==> config.mk <==
export PLATFORM = sky130hd
export DESIGN_NAME = quantum_scheduler
export DESIGN_NICKNAME = d
export VERILOG_FILES = /design/src/rtl/sched_pkg.sv /design/src/rtl/rr_picker.sv /design/src/rtl/quantum_scheduler.sv
export SDC_FILE = /design/constraint.sdc
export NUM_CORES = 1
export LEC_CHECK = 0
export CORE_MARGIN = 2
export CORE_UTILIZATION = 35
export CTS_CLUSTER_DIAMETER = 40
export CTS_CLUSTER_SIZE = 28
export DETAILED_ROUTE_END_ITERATION = 8
export PLACE_DENSITY = 0.6
export SLEW_MARGIN = 20
export SYNTH_ARGS = -nofsm -noshare
export SYNTH_HDL_FRONTEND = slang
export SYNTH_HIERARCHICAL = 1
export SYNTH_SLANG_ARGS = --single-unit
==> constraint.sdc <==
create_clock -name clk -period 5.4 [get_ports clk]
set_clock_uncertainty 0.15 [all_clocks]
set_input_delay 1.08 -clock clk [delete_from_list [all_inputs] [get_ports clk]]
set_output_delay 1.08 -clock clk [all_outputs]
set_load 0.03 [all_outputs]
==> src/rtl/sched_pkg.sv <==
`default_nettype none
// ============================================================================
//  Module   : sched_pkg
//  Purpose  : Shared definitions for the time-slice scheduler. Holds the
//             OS-control opcodes, the scheduler state encoding and the
//             trap-cause values.
//  Revision : 1.0  initial release
// ============================================================================
package sched_pkg;

  // Opcodes of the OS-control instructions the scheduler watches
  localparam logic [4:0] OP_HLT      = 5'b11011;
  localparam logic [4:0] OP_PROGREG  = 5'b11100;
  localparam logic [4:0] OP_SOREG    = 5'b11101;
  localparam logic [4:0] OP_STORE_PC = 5'b11110;
  localparam logic [4:0] OP_JRSO     = 5'b11111;

  // Scheduler states, explicit 3-bit encoding
  typedef enum logic [2:0] {
    ST_IDLE      = 3'd0,
    ST_SELECT    = 3'd1,
    ST_WAIT_DISP = 3'd2,
    ST_RUN       = 3'd3,
    ST_TRAP      = 3'd4,
    ST_SAVE      = 3'd5
  } sched_state_t;

  // Values driven on trap_cause
  localparam logic CAUSE_QUANTUM = 1'b0;
  localparam logic CAUSE_HALT    = 1'b1;

  // True when the instruction retiring this cycle carries the given opcode
  function automatic logic retires(input logic       valid,
                                   input logic [4:0] op,
                                   input logic [4:0] want);
    return valid && (op == want);
  endfunction

endpackage
`default_nettype wire

==> src/rtl/rr_picker.sv <==
`default_nettype none
// ============================================================================
//  Module   : rr_picker
//  Purpose  : Combinational round-robin search. Starting at pid 'start' and
//             wrapping modulo NPROC, returns the first pid whose mask bit is
//             set. 'start' itself is the highest-priority candidate.
//  Ports    : mask  in  NPROC  candidate processes
//             start in  PID_W  first pid examined
//             found out 1      at least one mask bit set
//             pid   out PID_W  selected pid (0 when found=0)
//  Revision : 1.0  initial release
// ============================================================================
module rr_picker
  import sched_pkg::*;
#(
  parameter int NPROC = 4,
  parameter int PID_W = 2
) (
  input  logic [NPROC-1:0] mask,
  input  logic [PID_W-1:0] start,
  output logic             found,
  output logic [PID_W-1:0] pid
);

  int               offs_sum;
  logic [PID_W-1:0] cand;

  // Walk the offsets from farthest to nearest so the nearest hit is the
  // last assignment and therefore wins. Index arithmetic is done in int so
  // the wrap is correct even when NPROC is not a power of two.
  always_comb begin
    found    = 1'b0;
    pid      = '0;
    offs_sum = 0;
    cand     = '0;
    for (int k = NPROC - 1; k >= 0; k--) begin
      offs_sum = int'(start) + k;
      if (offs_sum >= NPROC) begin
        offs_sum = offs_sum - NPROC;
      end
      cand = PID_W'(offs_sum);
      if (mask[cand]) begin
        found = 1'b1;
        pid   = cand;
      end
    end
  end

endmodule
`default_nettype wire

==> src/rtl/quantum_scheduler.sv <==
`default_nettype none
// ============================================================================
//  Module   : quantum_scheduler
//  Purpose  : Round-robin time-slice scheduler. Counts instructions retired
//             by the running user process, traps to the OS when the quantum
//             expires or the process halts, and sequences the OS context
//             switch (STORE_PC, SOREG/PROGREG bank swap, JRSO).
//  Ports    : clk          in   1      system clock
//             reset        in   1      synchronous active-high reset
//             instr_valid  in   1      an instruction retires this cycle
//             opcode       in   5      opcode of the retiring instruction
//             io_wait      in   1      IN/OUT stalled; freezes slice count
//             sched_en     in   1      OS enables preemptive scheduling
//             proc_mask    in   NPROC  loaded processes, sampled in IDLE
//             bank_sel     out  1      0 = OS bank, 1 = program bank
//             preempt_req  out  1      force PC to the OS trap vector
//             trap_cause   out  1      0 = quantum expired, 1 = halted
//             cur_pid      out  PID_W  process currently/last running
//             next_pid     out  PID_W  process the OS must dispatch
//             next_valid   out  1      next_pid valid
//             proc_done    out  1      pulse: cur_pid executed HLT
//             all_done     out  1      pulse: no live process remains
//             slice_cnt    out  CNT_W  retirements in current slice
//  Revision : 1.0  initial release
// ============================================================================
module quantum_scheduler
  import sched_pkg::*;
#(
  parameter int QUANTUM = 32,
  parameter int NPROC   = 4,
  parameter int PID_W   = 2,
  parameter int CNT_W   = 6
) (
  input  logic             clk,
  input  logic             reset,
  input  logic             instr_valid,
  input  logic [4:0]       opcode,
  input  logic             io_wait,
  input  logic             sched_en,
  input  logic [NPROC-1:0] proc_mask,
  output logic             bank_sel,
  output logic             preempt_req,
  output logic             trap_cause,
  output logic [PID_W-1:0] cur_pid,
  output logic [PID_W-1:0] next_pid,
  output logic             next_valid,
  output logic             proc_done,
  output logic             all_done,
  output logic [CNT_W-1:0] slice_cnt
);

  localparam logic [CNT_W-1:0] SLICE_LAST = CNT_W'(QUANTUM - 1);
  localparam logic [PID_W-1:0] PID_LAST   = PID_W'(NPROC - 1);

  sched_state_t     state;
  logic [NPROC-1:0] alive;
  // Set by reset: the very first search begins at pid 0 inclusive rather
  // than after cur_pid.
  logic             first_sel;

  logic [PID_W-1:0] search_start;
  logic             pick_found;
  logic [PID_W-1:0] pick_pid;

  logic ret_hlt;
  logic ret_progreg;
  logic ret_soreg;
  logic ret_store_pc;
  logic ret_jrso;
  logic counts;
  logic slice_full;

  assign ret_hlt      = retires(instr_valid, opcode, OP_HLT);
  assign ret_progreg  = retires(instr_valid, opcode, OP_PROGREG);
  assign ret_soreg    = retires(instr_valid, opcode, OP_SOREG);
  assign ret_store_pc = retires(instr_valid, opcode, OP_STORE_PC);
  assign ret_jrso     = retires(instr_valid, opcode, OP_JRSO);

  // A retirement only advances the slice when the core is not parked on
  // an I/O handshake; the same qualifier gates quantum expiry so I/O waits
  // push the preemption point out.
  assign counts     = instr_valid && !io_wait;
  assign slice_full = (slice_cnt == SLICE_LAST);

  // Search begins at the pid after cur_pid; cur_pid itself is the last
  // candidate, so a lone surviving process is re-dispatched.
  always_comb begin
    if (first_sel || (cur_pid == PID_LAST)) begin
      search_start = '0;
    end else begin
      search_start = cur_pid + PID_W'(1);
    end
  end

  rr_picker #(
    .NPROC (NPROC),
    .PID_W (PID_W)
  ) u_picker (
    .mask  (alive),
    .start (search_start),
    .found (pick_found),
    .pid   (pick_pid)
  );

  always_ff @(posedge clk) begin
    if (reset) begin
      state       <= ST_IDLE;
      alive       <= '0;
      first_sel   <= 1'b1;
      bank_sel    <= 1'b0;
      preempt_req <= 1'b0;
      trap_cause  <= 1'b0;
      cur_pid     <= '0;
      next_pid    <= '0;
      next_valid  <= 1'b0;
      proc_done   <= 1'b0;
      all_done    <= 1'b0;
      slice_cnt   <= '0;
    end else begin
      // Pulse outputs default low every cycle
      proc_done <= 1'b0;
      all_done  <= 1'b0;

      case (state)
        ST_IDLE: begin
          if (sched_en && (|proc_mask)) begin
            alive <= proc_mask;
            state <= ST_SELECT;
          end
        end

        ST_SELECT: begin
          first_sel <= 1'b0;
          if (pick_found) begin
            next_pid   <= pick_pid;
            next_valid <= 1'b1;
            state      <= ST_WAIT_DISP;
          end else begin
            all_done <= 1'b1;
            state    <= ST_IDLE;
          end
        end

        ST_WAIT_DISP: begin
          // JRSO is honoured even if PROGREG never arrived
          if (ret_progreg) begin
            bank_sel <= 1'b1;
          end else if (ret_jrso) begin
            cur_pid    <= next_pid;
            next_valid <= 1'b0;
            slice_cnt  <= '0;
            state      <= ST_RUN;
          end
        end

        ST_RUN: begin
          // Counter saturates at QUANTUM-1; it never wraps.
          if (counts && !slice_full) begin
            slice_cnt <= slice_cnt + CNT_W'(1);
          end
          // Halt has priority over quantum expiry on the same retirement.
          if (ret_hlt) begin
            proc_done      <= 1'b1;
            alive[cur_pid] <= 1'b0;
            trap_cause     <= CAUSE_HALT;
            preempt_req    <= 1'b1;
            state          <= ST_TRAP;
          end else if (counts && slice_full && sched_en) begin
            trap_cause  <= CAUSE_QUANTUM;
            preempt_req <= 1'b1;
            state       <= ST_TRAP;
          end
        end

        ST_TRAP: begin
          if (ret_store_pc) begin
            preempt_req <= 1'b0;
            state       <= ST_SAVE;
          end
        end

        ST_SAVE: begin
          if (ret_soreg) begin
            bank_sel <= 1'b0;
            state    <= ST_SELECT;
          end
        end

        default: begin
          state <= ST_IDLE;
        end
      endcase
    end
  end

endmodule
`default_nettype wire

==> summary.md <==
| Metric | Value |
|---|---|
| Slew @ Worst Pin | 0.8789 ns |
| Clock power frac | roughly a quarter |
| Minimum clock period | 2.875 ns |
| Synth Flop Type | dfxtp_1 |
| VDD IR max | 0.09596 mV |
| CTS tree | yes |
| Finish-stage setup viols | 0 |
| Detailed-route wire length | 3173 um |
| Area leader, netlist | dfxtp_1 |
| Setup CP Type | primary input to register |
| CP max FO | 3 |
| DIE HEIGHT | approximately 66 um |
| Hold Worst Slack | approximately 0.33 ns |
| Setup TNS | 0 ns |
| Total GRT Usage | between 10% and 20% |
| Static Leak | around 0.57 nW |
| Post-synthesis sequential area ratio | between 30% and 40% |
| WP data arrival | 2.90 ns |
| Most frequent cells in the layout | 29 x clkdlybuf4s50_1, 24 x dfxtp_1, 16 x nor2_1, 15 x nand2_1, 13 x a21oi_1 |
| Placement Cell Area | 1638 um^2 |
| Fmax | between 300 and 400 MHz |
| Hold Fails Final Rpt | 0 |
| Worst min-delay path class | register to register |
| Setup crit end kind | register |
| Via density | around 5.3 |
| Core area | approximately 3700 um^2 |
| Flop pwr share | 45.4% |
| Final critical-path share of the clock period | between 50 and 60% |
| Drc violations | 0 |
| Synth warnings | 6 |
| Final ANT Viol Nets | 0 |
| Slew Limit Fails | 0 |
| CTS H-Tree Depth | 1 |
| DIE AREA | between 4000 and 5000 um^2 |
| CTS resizes | 0 |
| CP delay by family, top | simple AND/OR/NAND/NOR gates |
| GP Congestion | approximately 0.82 |
| Critical path, cell by cell | clkdlybuf4s50_1 -> or4_1 -> nand3_1 -> o311ai_0 -> and3_1 -> a311oi_1 |
| Top cells by area, synth | dfxtp_1 36%, a21oi_1 4.9%, ha_1 4.7%, nor2_1 4.5%, nand2_1 4.2% |
| Max_cap viols | 0 |
| Row cnt | 22 |
| DP Wirelength | between 2000 and 2500 um |
| Post-synth cell types | 41 |
| Via count | 1246 |
| Comb power frac | a little under a third |
| Worst Path Required | about 5.4 ns |
| Largest net degree at the start of global routing | 25 |
| Clock Tree Root | clkbuf_8 |
| Slowest cell on crit path | or4_1 |
| Synthesized cell area | 1326 um^2 |
| CTS Hold Bufs | 0 |
| Pwr dens | ~300 nW/um^2 |
| Clk Latency, worst-skew pair | about 0.27 ns |
| Setup Fix Bufs, Post-CTS | 0 |
| Int Power | approximately 0.00033 W |
| Status | finished, final reports clean |
| Final Cell Area | between 1500 and 2000 um^2 |
| FF+latch count, synth | 24 |
| Initial Utilization | between 30% and 40% |
| Grt total ovfl | 0 |
| TritonRoute pass-1 iters | 4 |
| Buf/Inv on CP | 1 |
| RSZ-0062 raised after global routing | no |
| NetSw | roughly 0.00017 W |
| I/O pin total | 30 |
| Startpoint Class | primary input |
| DR iter-0 viols | 68 |
| Drt wl/cell | between 10 and 15 um |
| Placed Cells | 232 |
| Switching share of power | between 30 and 40% |
| First-pass GRT wire length | roughly 5500 um |
| Syn Nets | between 150 and 200 |
| Syn Area/Cell | ~8 um^2 |
| Nets | approximately 210 |
| Clock Tree Buf Depth | 2 |
| Initial antenna violation count | 0 |
| Fill cell count | approximately 380 |
| Most common cell after layout, fill and taps aside | clkdlybuf4s50_1 |
| Share of post-route cells with drive strength above 1 | roughly 3.7% |
| Rel. slew slack | 41.22% |
| Syn Inst Count | 161 |
| Clk slew on worst S/H paths | ~0.080 ns |
| CTS Sinks | 24 |
| # diodes | 0 |
| Share of the synthesized area in the top cell type | between 30% and 40% |
| Reg2Reg Setup Slack | 3.14 ns |
| Fin cells | roughly 240 |
| Area Growth Syn to Fin | 27.64% |
| Total CTS buffers | 3 |
| Port Buffer Count | 29 |
| CP max stage delay | about 0.56 ns |
| Vias in the first global route | ~1200 |
| Number of flops mapped to enable cells by yosys | 0 |
| Die span in x | 65.56 um |
| Asr flop ratio synth | 0% |
## tightest hold or removal path, cell delays in order, from the launching register on
cell and delay (ns):
dfxtp_1 0.33, nand2_1 0.06, a21oi_1 0.05
## cell type report
cell class | count | area (um^2) | area share [%]
repair buffers | 29 | 290.3 | 17.15
flip-flops and latches | 24 | 480.5 | 28.38
multi-input cells | 125 | 784.5 | 46.34
inverters | 6 | 22.52 | 1.330
well taps | 48 | 60.06 | 3.548
clock buffers | 4 | 55.05 | 3.252
## power groups by stage
stage,combinational [W],sequential (W),clock [W]
3_5_place_dp,0.000152,0.000233,0
4_1_cts,0.000153,0.000229,0.000127
5_1_grt,0.000167,0.000235,0.000135
3_3_place_gp,0.000150,0.000233,0
2_1_floorplan,0.000120,0.000225,0
6_report,0.000152,0.000229,0.000124
## routing by layer
layer / track usage [%] / vias to the layer above / wire length [um]
met1: 20.44 / 582 / 1508
li1: - / 636 / -
met4: 6.250 / 0 / 45
met5: 0 / - / 0
met2: 27.55 / 23 / 1507
met3: 2.911 / 5 / 112
## synthesized netlist by cell type, drive strengths merged (4+ instances only)
cell,count
dfxtp,24
nor2,16
nand2,15
a21oi,13
nand2b,9
nor3,8
inv,6
o21ai,6
a22oi,5
ha,5
nand3b,5
a211oi,4
buf,4
mux2i,4
## flip-flops by register name (all words and copies together) (netlist names), 2 cells and up
register   flops
next_pid       2
state          3
alive          4
cur_pid        2
slice_cnt      6
## logic make-up (layout without fill, tap and decap cells)
family                     Yosys count  in the layout  synth area share (%)
and+or+nand+nor                     76             76                 30.75
AOI/OAI and AO/OA                   37             37                 18.68
DFF                                 24             24                 36.23
buffers and inverters               12             39                 4.622
adders and majority gates            5              5                 4.717
muxes                                4              4                 3.019
xor gates and xnor gates             3              3                 1.981
## worst paths after layout
| path | startpoint | endpoint | cells after the start |
|---|---|---|---|
| worst max-delay path | proc_mask[0] | state[1]$_SDFFE_PP0P_ | 6 |
| worst min-delay path | next_pid[1]$_SDFFE_PP0P_ | next_pid[1]$_SDFFE_PP0P_ | 2 |
| worst max register to register | state[1]$_SDFFE_PP0P_ | slice_cnt[5]$_SDFFE_PP0P_ | 5 |
| worst min register to register | next_pid[1]$_SDFFE_PP0P_ | next_pid[1]$_SDFFE_PP0P_ | 2 |
## per-stage QoR
stage / util [%] / power [W] / worst slack [ns]
final: 46.24 / 0.0005042 / 2.525
after global routing: 46.24 / 0.0005374 / 2.314
after CTS: 46.24 / 0.0005087 / 2.532
after detailed placement: 44.74 / 0.0003851 / 2.249
after global placement: 44.74 / 0.0003828 / 2.255
after floorplan: - / 0.0003451 / 2.876
Note: power is estimated with default switching activity, not from simulation.
